### src/rtl/bluetooth_transmit.sv
// UART 8N1 transmitter feeding the Bluetooth module's RX pin, with a small
// byte FIFO so the control logic can queue status/ack bytes without stalling.
module bluetooth_transmit #(
    parameter int CLK_FREQ   = 50000000,
    parameter int BAUD       = 9600,
    parameter int FIFO_DEPTH = 4
) (
    input  logic       inclk,
    input  logic       rst_n,
    input  logic [7:0] tx_data,
    input  logic       tx_valid,
    output logic       tx_ready,
    output logic       Tx,
    output logic       busy,
    output logic       fifo_empty
);

    localparam int BAUD_DIV = CLK_FREQ / BAUD;
    localparam int CNT_W    = $clog2(BAUD_DIV);
    localparam int PTR_W    = $clog2(FIFO_DEPTH);

    localparam logic [CNT_W-1:0] BAUD_LAST  = CNT_W'(BAUD_DIV - 1);
    localparam logic [CNT_W-1:0] BAUD_ONE   = CNT_W'(1);
    localparam logic [CNT_W-1:0] BAUD_ZERO  = CNT_W'(0);
    localparam logic [PTR_W-1:0] PTR_ONE    = PTR_W'(1);
    localparam logic [PTR_W-1:0] PTR_ZERO   = PTR_W'(0);
    localparam logic [PTR_W:0]   COUNT_ONE  = (PTR_W + 1)'(1);
    localparam logic [PTR_W:0]   COUNT_ZERO = (PTR_W + 1)'(0);
    localparam logic [PTR_W:0]   COUNT_FULL = (PTR_W + 1)'(FIFO_DEPTH);

    localparam logic [1:0] ST_IDLE  = 2'd0;
    localparam logic [1:0] ST_START = 2'd1;
    localparam logic [1:0] ST_DATA  = 2'd2;
    localparam logic [1:0] ST_STOP  = 2'd3;

    logic [7:0]       fifo_mem_r [FIFO_DEPTH];
    logic [PTR_W-1:0] wr_ptr_r;
    logic [PTR_W-1:0] rd_ptr_r;
    logic [PTR_W:0]   count_r;
    logic             push_s;
    logic             pop_s;
    logic             fifo_empty_s;
    logic [7:0]       fifo_head_s;

    logic [1:0]       state_r;
    logic [1:0]       state_s;
    logic [CNT_W-1:0] baud_cnt_r;
    logic [CNT_W-1:0] baud_cnt_s;
    logic [2:0]       bit_idx_r;
    logic [2:0]       bit_idx_s;
    logic [7:0]       shift_r;
    logic [7:0]       shift_s;
    logic             tx_r;
    logic             tx_s;
    logic             busy_r;
    logic             baud_last_s;

    assign tx_ready     = (count_r != COUNT_FULL);
    assign fifo_empty_s = (count_r == COUNT_ZERO);
    assign fifo_empty   = fifo_empty_s;
    assign push_s       = tx_valid && tx_ready;
    assign fifo_head_s  = fifo_mem_r[rd_ptr_r];
    assign baud_last_s  = (baud_cnt_r == BAUD_LAST);
    assign Tx           = tx_r;
    assign busy         = busy_r;

    // FIFO storage: data only, the pointers define which entries are live
    always_ff @(posedge inclk) begin
        if (push_s) begin
            fifo_mem_r[wr_ptr_r] <= tx_data;
        end
    end

    // FIFO pointers and occupancy; power-of-two depth lets pointers wrap naturally
    always_ff @(posedge inclk or negedge rst_n) begin
        if (!rst_n) begin
            wr_ptr_r <= PTR_ZERO;
            rd_ptr_r <= PTR_ZERO;
            count_r  <= COUNT_ZERO;
        end else begin
            if (push_s) begin
                wr_ptr_r <= wr_ptr_r + PTR_ONE;
            end
            if (pop_s) begin
                rd_ptr_r <= rd_ptr_r + PTR_ONE;
            end
            case ({push_s, pop_s})
                2'b10:   count_r <= count_r + COUNT_ONE;
                2'b01:   count_r <= count_r - COUNT_ONE;
                default: count_r <= count_r;
            endcase
        end
    end

    // Frame sequencer: next state, baud counter, bit index, shifter and FIFO pop
    always_comb begin
        state_s    = state_r;
        baud_cnt_s = baud_cnt_r;
        bit_idx_s  = bit_idx_r;
        shift_s    = shift_r;
        pop_s      = 1'b0;
        case (state_r)
            ST_IDLE: begin
                baud_cnt_s = BAUD_ZERO;
                bit_idx_s  = 3'd0;
                if (!fifo_empty_s) begin
                    pop_s   = 1'b1;
                    shift_s = fifo_head_s;
                    state_s = ST_START;
                end else begin
                    state_s = ST_IDLE;
                end
            end
            ST_START: begin
                if (baud_last_s) begin
                    baud_cnt_s = BAUD_ZERO;
                    bit_idx_s  = 3'd0;
                    state_s    = ST_DATA;
                end else begin
                    baud_cnt_s = baud_cnt_r + BAUD_ONE;
                end
            end
            ST_DATA: begin
                if (baud_last_s) begin
                    baud_cnt_s = BAUD_ZERO;
                    shift_s    = {1'b0, shift_r[7:1]};
                    if (bit_idx_r == 3'd7) begin
                        bit_idx_s = 3'd0;
                        state_s   = ST_STOP;
                    end else begin
                        bit_idx_s = bit_idx_r + 3'd1;
                    end
                end else begin
                    baud_cnt_s = baud_cnt_r + BAUD_ONE;
                end
            end
            ST_STOP: begin
                if (baud_last_s) begin
                    baud_cnt_s = BAUD_ZERO;
                    // Chain straight into the next frame when more bytes are queued
                    if (!fifo_empty_s) begin
                        pop_s   = 1'b1;
                        shift_s = fifo_head_s;
                        state_s = ST_START;
                    end else begin
                        state_s = ST_IDLE;
                    end
                end else begin
                    baud_cnt_s = baud_cnt_r + BAUD_ONE;
                end
            end
            default: begin
                baud_cnt_s = BAUD_ZERO;
                bit_idx_s  = 3'd0;
                state_s    = ST_IDLE;
            end
        endcase
    end

    // Line level for the current state; registered below so Tx is glitch-free
    always_comb begin
        tx_s = 1'b1;
        case (state_r)
            ST_START: tx_s = 1'b0;
            ST_DATA:  tx_s = shift_r[0];
            ST_STOP:  tx_s = 1'b1;
            default:  tx_s = 1'b1;
        endcase
    end

    // Sequencer state plus registered line and busy, both aligned to the frame on the wire
    always_ff @(posedge inclk or negedge rst_n) begin
        if (!rst_n) begin
            state_r    <= ST_IDLE;
            baud_cnt_r <= BAUD_ZERO;
            bit_idx_r  <= 3'd0;
            shift_r    <= 8'h00;
            tx_r       <= 1'b1;
            busy_r     <= 1'b0;
        end else begin
            state_r    <= state_s;
            baud_cnt_r <= baud_cnt_s;
            bit_idx_r  <= bit_idx_s;
            shift_r    <= shift_s;
            tx_r       <= tx_s;
            busy_r     <= (state_r != ST_IDLE);
        end
    end

endmodule
### config.mk
export PLATFORM = sky130hd
export DESIGN_NAME = bluetooth_transmit
export DESIGN_NICKNAME = d
export VERILOG_FILES = /design/src/rtl/bluetooth_transmit.sv
export SDC_FILE = /design/constraint.sdc
export NUM_CORES = 1
export LEC_CHECK = 0
export BUFFER_PORTS_ARGS = -buffer_cell sky130_fd_sc_hd__buf_2
export CORE_MARGIN = 1
export CORE_UTILIZATION = 40
export DETAILED_ROUTE_END_ITERATION = 16
export GPL_TIMING_DRIVEN = 0
export REMOVE_ABC_BUFFERS = 1
export SETUP_SLACK_MARGIN = 0.3
export SLEW_MARGIN = 15
export SYNTH_ARGS = -nofsm -noshare
export SYNTH_HDL_FRONTEND = slang
export SYNTH_SLANG_ARGS = --single-unit
### constraint.sdc
create_clock -name inclk -period 5.9 [get_ports inclk]
set_clock_uncertainty 0.1 [all_clocks]
set_input_delay 1.18 -clock inclk [delete_from_list [all_inputs] [get_ports inclk]]
set_output_delay 1.18 -clock inclk [all_outputs]
set_load 0.03 [all_outputs]
# Word level (Yosys, flattened, before mapping)
# Memories as Yosys holds them, arrays and structs flattened.
# Index checks and enable logic that the tools add are counted.
[word_totals]
inputBits = 11
ram_bits = 32
output_inout_bits = 4
n_memories = 1
word_cells = 62
reg_bits = 35
[memory_table]
columns = ["memory", "words", "word_bits", "rd", "rd_clocked_by_memory_dff", "write_ports", "line_no", "source"]
rows = [
  ["fifo_mem_r", 4, 8, 1, 0, 1, "36", "logic [7:0] fifo_mem_r [FIFO_DEPTH];"],
]
[classes]
n_reduce_logical = 11
mux = 23
eq_ne = 12
n_addsub = 6
[ops]
columns = ["cell", "n"]
rows = [
  ["$pmux W13 S2", 1],
  ["$mux W8", 3],
  ["$pmux W8 S3", 1],
  ["$add A13 B1 Y13 const B", 1],
  ["$eq A13 B13 Y1 const B", 1],
  ["$mux W13", 1],
  ["$mux W3", 3],
  ["$pmux W3 S3", 1],
  ["$mux W2", 4],
  ["$ne A2 B2 Y1 const B", 4],
  ["$pmux W2 S4", 1],
  ["$add A3 B1 Y3 const B", 2],
  ["$eq A2 B2 Y1 const B", 3],
  ["$pmux W3 S2", 1],
  ["$reduce_and A3 Y1", 2],
  ["$reduce_bool A3 Y1", 2],
  ["$mux W1", 5],
  ["$add A2 B1 Y2 const B", 2],
  ["$eq A2 B1 Y1 const B", 2],
  ["$pmux W1 S2", 2],
  ["$reduce_and A4 Y1", 1],
  ["$reduce_bool A2 Y1", 2],
  ["$eq A3 B3 Y1 const B", 1],
  ["$logic_not A3 Y1", 1],
  ["5 further kinds", 5],
]

# Depth between registers and ports, before layout
[logic_depth]
depth_word = 6
depth_mapped = 9
ltp_nobuf = 9

# Worst setup path after synthesis
# Ideal clock, no wire load.
[synth_path]
path_kind = "reg2reg"
startpoint = "register count_r[0]"
endpoint = "register count_r[2]"
arrival_time_ns = 2.592
setup_time_ns = 0.125
path_buffers = 0
period_less_slack_ns = 2.817
path_slack_ns = 3.083
t_required_ns = 5.675
path_stages_with_launch = 8
cell_sequence = "dfrtp_1 > nor3_1 > nor3_1 > ha_1 > fa_1 > xnor2_1 > nor2_1 > xor2_1"
[synth_via]
elab_chain_cells = 6
word_cells_on_any_way = 12
classes_between = "2 x add/sub; 3 x eq/ne; 4 x mux; 3 x reduce/logical"
[synth_lines]
columns = ["element", "line_no", "source"]
rows = [
  ["start, declared", "39", "logic [PTR_W:0] count_r;"],
  ["start signal, assigned", "88", "2'b10: count_r <= count_r + COUNT_ONE;"],
  ["start signal, assigned", "89", "2'b01: count_r <= count_r - COUNT_ONE;"],
  ["start signal, assigned", "90", "default: count_r <= count_r;"],
  ["$logic_not A3 Y1 *", "59", "assign fifo_empty_s = (count_r == COUNT_ZERO);"],
  ["net fifo_empty", "15", "output logic fifo_empty"],
  ["$mux W1 *", "106, 141", ""],
  ["$mux W1", "138", "if (baud_last_s) begin"],
  ["$pmux W1 S2 *", "102", "case (state_r)"],
  ["net pop_s", "41", "logic pop_s;"],
  ["$eq A2 B1 Y1 or $eq A2 B2 Y1 (tied branches)", "87", "case ({push_s, pop_s})"],
  ["$pmux W3 S2 or $reduce_bool A2 Y1 (tied branches)", "-", ""],
]
# The timed path passes the listed nets; every way through them passes the cells marked *.
# A chain may end at the register's enable or synchronous reset.

# Worst setup path after layout
[layout_path]
startpoint = "register count_r[0]"
endpoint = "output port fifo_empty"
[layout_via]
elab_chain_cells = 1
[layout_lines]
columns = ["element", "line_no"]
rows = [
  ["$logic_not A3 Y1", "59"],
  ["end, declared", "15"],
]
# Every way passes these cells.

==> results_dict.tcl <==
set metrics [dict create \
    drt.antenna.violating_nets 0 \
    clock_latency_ns 0.33 \
    cts_hold_buf 0 \
    synth_top_flop_cell "dfrtp_1" \
    slowest_stage "nor3_1" \
    async_reset_ff_share_pct 52.2 \
    worst_slew_margin_rel_pct 43.7 \
    synth_edf_count 32 \
    critical_path.max_fanout 5 \
    cts-resized-gates 0 \
    period_share_pct 52.1 \
    antenna_found_initial 0 \
    p_leak_nw 1.30 \
    area_growth_syn_to_layout_pct 10.9 \
    grt_pass1_wl_um 8400 \
    drc 0 \
    yosysTopAreaCell "edfxtp_1" \
    finalCriticalPeriod_ns 3.08 \
    final_max_slew_viol_count 0 \
    drive_gt1_share_pct 26.9 \
    setup_viol 0 \
    p_per_area_nw_per_um2 482 \
    critical-path-top-delay-family "simple AND/OR/NAND/NOR gates" \
    min_path_type "reg2reg" \
    overflow 0 \
    htreeDepth 3 \
    rows 31 \
    io_pins 15 \
    cp_slowest_stage_delay_ns 0.70 \
    n_antenna_cell 0 \
    gp_congestion 0.746 \
    end_kind "output port" \
    synth.top_cell.area_share_pct 31.3 \
    die_x_um 89.7 \
    via_per_inst 5.02 \
    maxCapViolations 0 \
    dp.cells 317 \
    initial_core_util_pct 41.9 \
    cp_cell_sequence "nor3_1, buf_2" \
    num_vias 1672 \
    crit_required_ns 4.62 \
    clock_sinks 67 \
    drt-wirelength-per-cell_um 15.1 \
    n_fill_cell 641 \
    cp-start-kind "register" \
    critPathBufInv 1 \
    dp_hpwl_um 3410 \
    synthTopCellsByArea "edfxtp_1, dfrtp_1, mux2_2" \
    drt_iter0_drc 97 \
    wl_um 5030 \
    timing.hold.ws_ns 0.386 \
    worst_slew_pin_slew_ns 0.838 \
    synth-seq-area-share_pct 59.8 \
    dr.pass1.iters 4 \
    tns_ns 0 \
    port_buffers 14 \
    multi_input_area_um2 1170 \
    synth_common_cells "dfrtp_1, edfxtp_1, mux2_2" \
    nets 254 \
    rsz0062_at_grt "false" \
    root_buffer "clkbuf_8" \
    cts_tree "yes" \
    die_y_um 89.7 \
    timing.fmax_mhz 325 \
    ys_ff_latch 67 \
    synth_area_per_cell_um2 14.6 \
    syn_area_um2 3070 \
    ys.warnings.count 0 \
    crit_type "reg2out" \
    grt_max_degree 36 \
    grt_pass1_vias 1638 \
    status "finished, final reports clean" \
    post-cts-setup-buffer-count 0 \
    synthDistinctLibCells 35 \
    die_area_um2 8040 \
    cts-buffers-inserted 9 \
    hold_violations 0 \
    vdd_ir_drop_max_v 0.000200 \
    cts.clk_slew.worst_paths_ns 0.07 \
    cts_max_path_buffers 2 \
    timing.critical_path.arrival_ns 1.80 \
    grtUsageTotal_pct 14.6 \
    fin_util_pct 46.5 \
    syn_inst 210 \
    coreArea_um2 7330 \
    layout.cells.non_filler 333 \
    synthMostInstantiatedCell "dfrtp_1" \
    register_area_um2 1840 \
]
==> registers in the layout, summed over array words and instances, names as in the netlist <==
| register | count |
|---|---|
| shift_r | 8 |
| fifo_mem_r | 32 |
| rd_ptr_r | 2 |
| bit_idx_r | 3 |
| busy | 1 |
| wr_ptr_r | 2 |
| count_r | 3 |
| Tx | 1 |
| state_r | 2 |
| baud_cnt_r | 13 |
==> cell families (layout without fill, tap and decap cells) <==
| family | after synthesis | count (layout) | share of synthesized area, % |
|---|---|---|---|
| and+or+nand+nor | 58 | 58 | 11.0 |
| buffers and inverters | 16 | 40 | 2.28 |
| xor gates and xnor gates | 17 | 17 | 4.84 |
| muxes | 27 | 27 | 12.8 |
| adders and majority gates | 14 | 14 | 5.94 |
| DFF | 67 | 67 | 59.8 |
| AOI/OAI and AO/OA | 11 | 11 | 3.30 |
==> power breakdown <==
part	switching, mW	internal [mW]
Combinational	0.279	0.305
Clock	0.168	0.163
Sequential	0.101	0.628
==> final timing paths <==
path                          startpoint  slack [ns]         end  depth (start not counted)
min                           shift_r[0]        0.39          Tx                          2
min in group asynchronous          rst_n        0.83  shift_r[6]                          1
min reg2reg                   shift_r[0]        0.39          Tx                          2
max                           count_r[0]        2.82  fifo_empty                          2
max reg2reg                baud_cnt_r[0]        3.06  count_r[1]                          7
max in group asynchronous          rst_n        4.35        busy                          1
==> worst register-to-register path, cell delays in order (launching register included) <==
cell and delay [ns]:
dfrtp_1 0.41, ha_1 0.29, nor4b_4 0.33, a41oi_1 0.20, nor3_1 0.42, ha_1 0.29
fa_1 0.42, mux2_2 0.27
==> area by class of cell <==
| class | instances | area share [%] |
|---|---|---|
| Inverter | 10 | 1.10 |
| Clock inverter | 4 | 0.808 |
| Sequential cell | 67 | 53.9 |
| Timing Repair Buffer | 14 | 2.06 |
| Clock buffer | 12 | 4.26 |
| Multi-Input combinational cell | 127 | 34.2 |
| Tap cell | 99 | 3.63 |
==> layer usage <==
| metal | share of wire [%] | vias to the layer above | global-route usage (%) |
|---|---|---|---|
| met4 | 2.1 | 0 | 7.36 |
| li1 | - | 820 | - |
| met5 | 0 | - | 0 |
| met1 | 52 | 825 | 21.5 |
| met3 | 2.2 | 9 | 3.56 |
| met2 | 44 | 18 | 19.8 |
==> cell usage in the layout (no fill, tap or decap), drive strengths merged <==
cell type,n
clkinvlp,3
o21ai,2
clkbuf,12
dfstp,1
edfxtp,32
nor4,5
buf,14
ha,13
a22oi,1
and4b,1
xor2,5
nor3,15
clkinv,1
and3,6
nor2,6
xnor2,12
or2,1
nand3,6
and2,2
o22a,1
a41oi,1
a221oi,1
o211ai,3
nor4b,2
inv,10
nand4,2
dfrtp,34
fa,1
and4bb,1
mux2,19
o311ai,2
nand2,11
mux4,8
==> stage by stage <==
step | worst slack [ns] | power (mW) | area, um2
floorplan | 3.08 | 1.19 | 3040
global placement | 3.09 | 1.32 | 3240
detailed placement | 3.09 | 1.33 | 3240
CTS | 2.81 | 1.67 | 3410
global route | 2.69 | 1.77 | 3410
finish | 2.82 | 1.64 | 3410
Note: power is estimated with default switching activity, not from simulation.
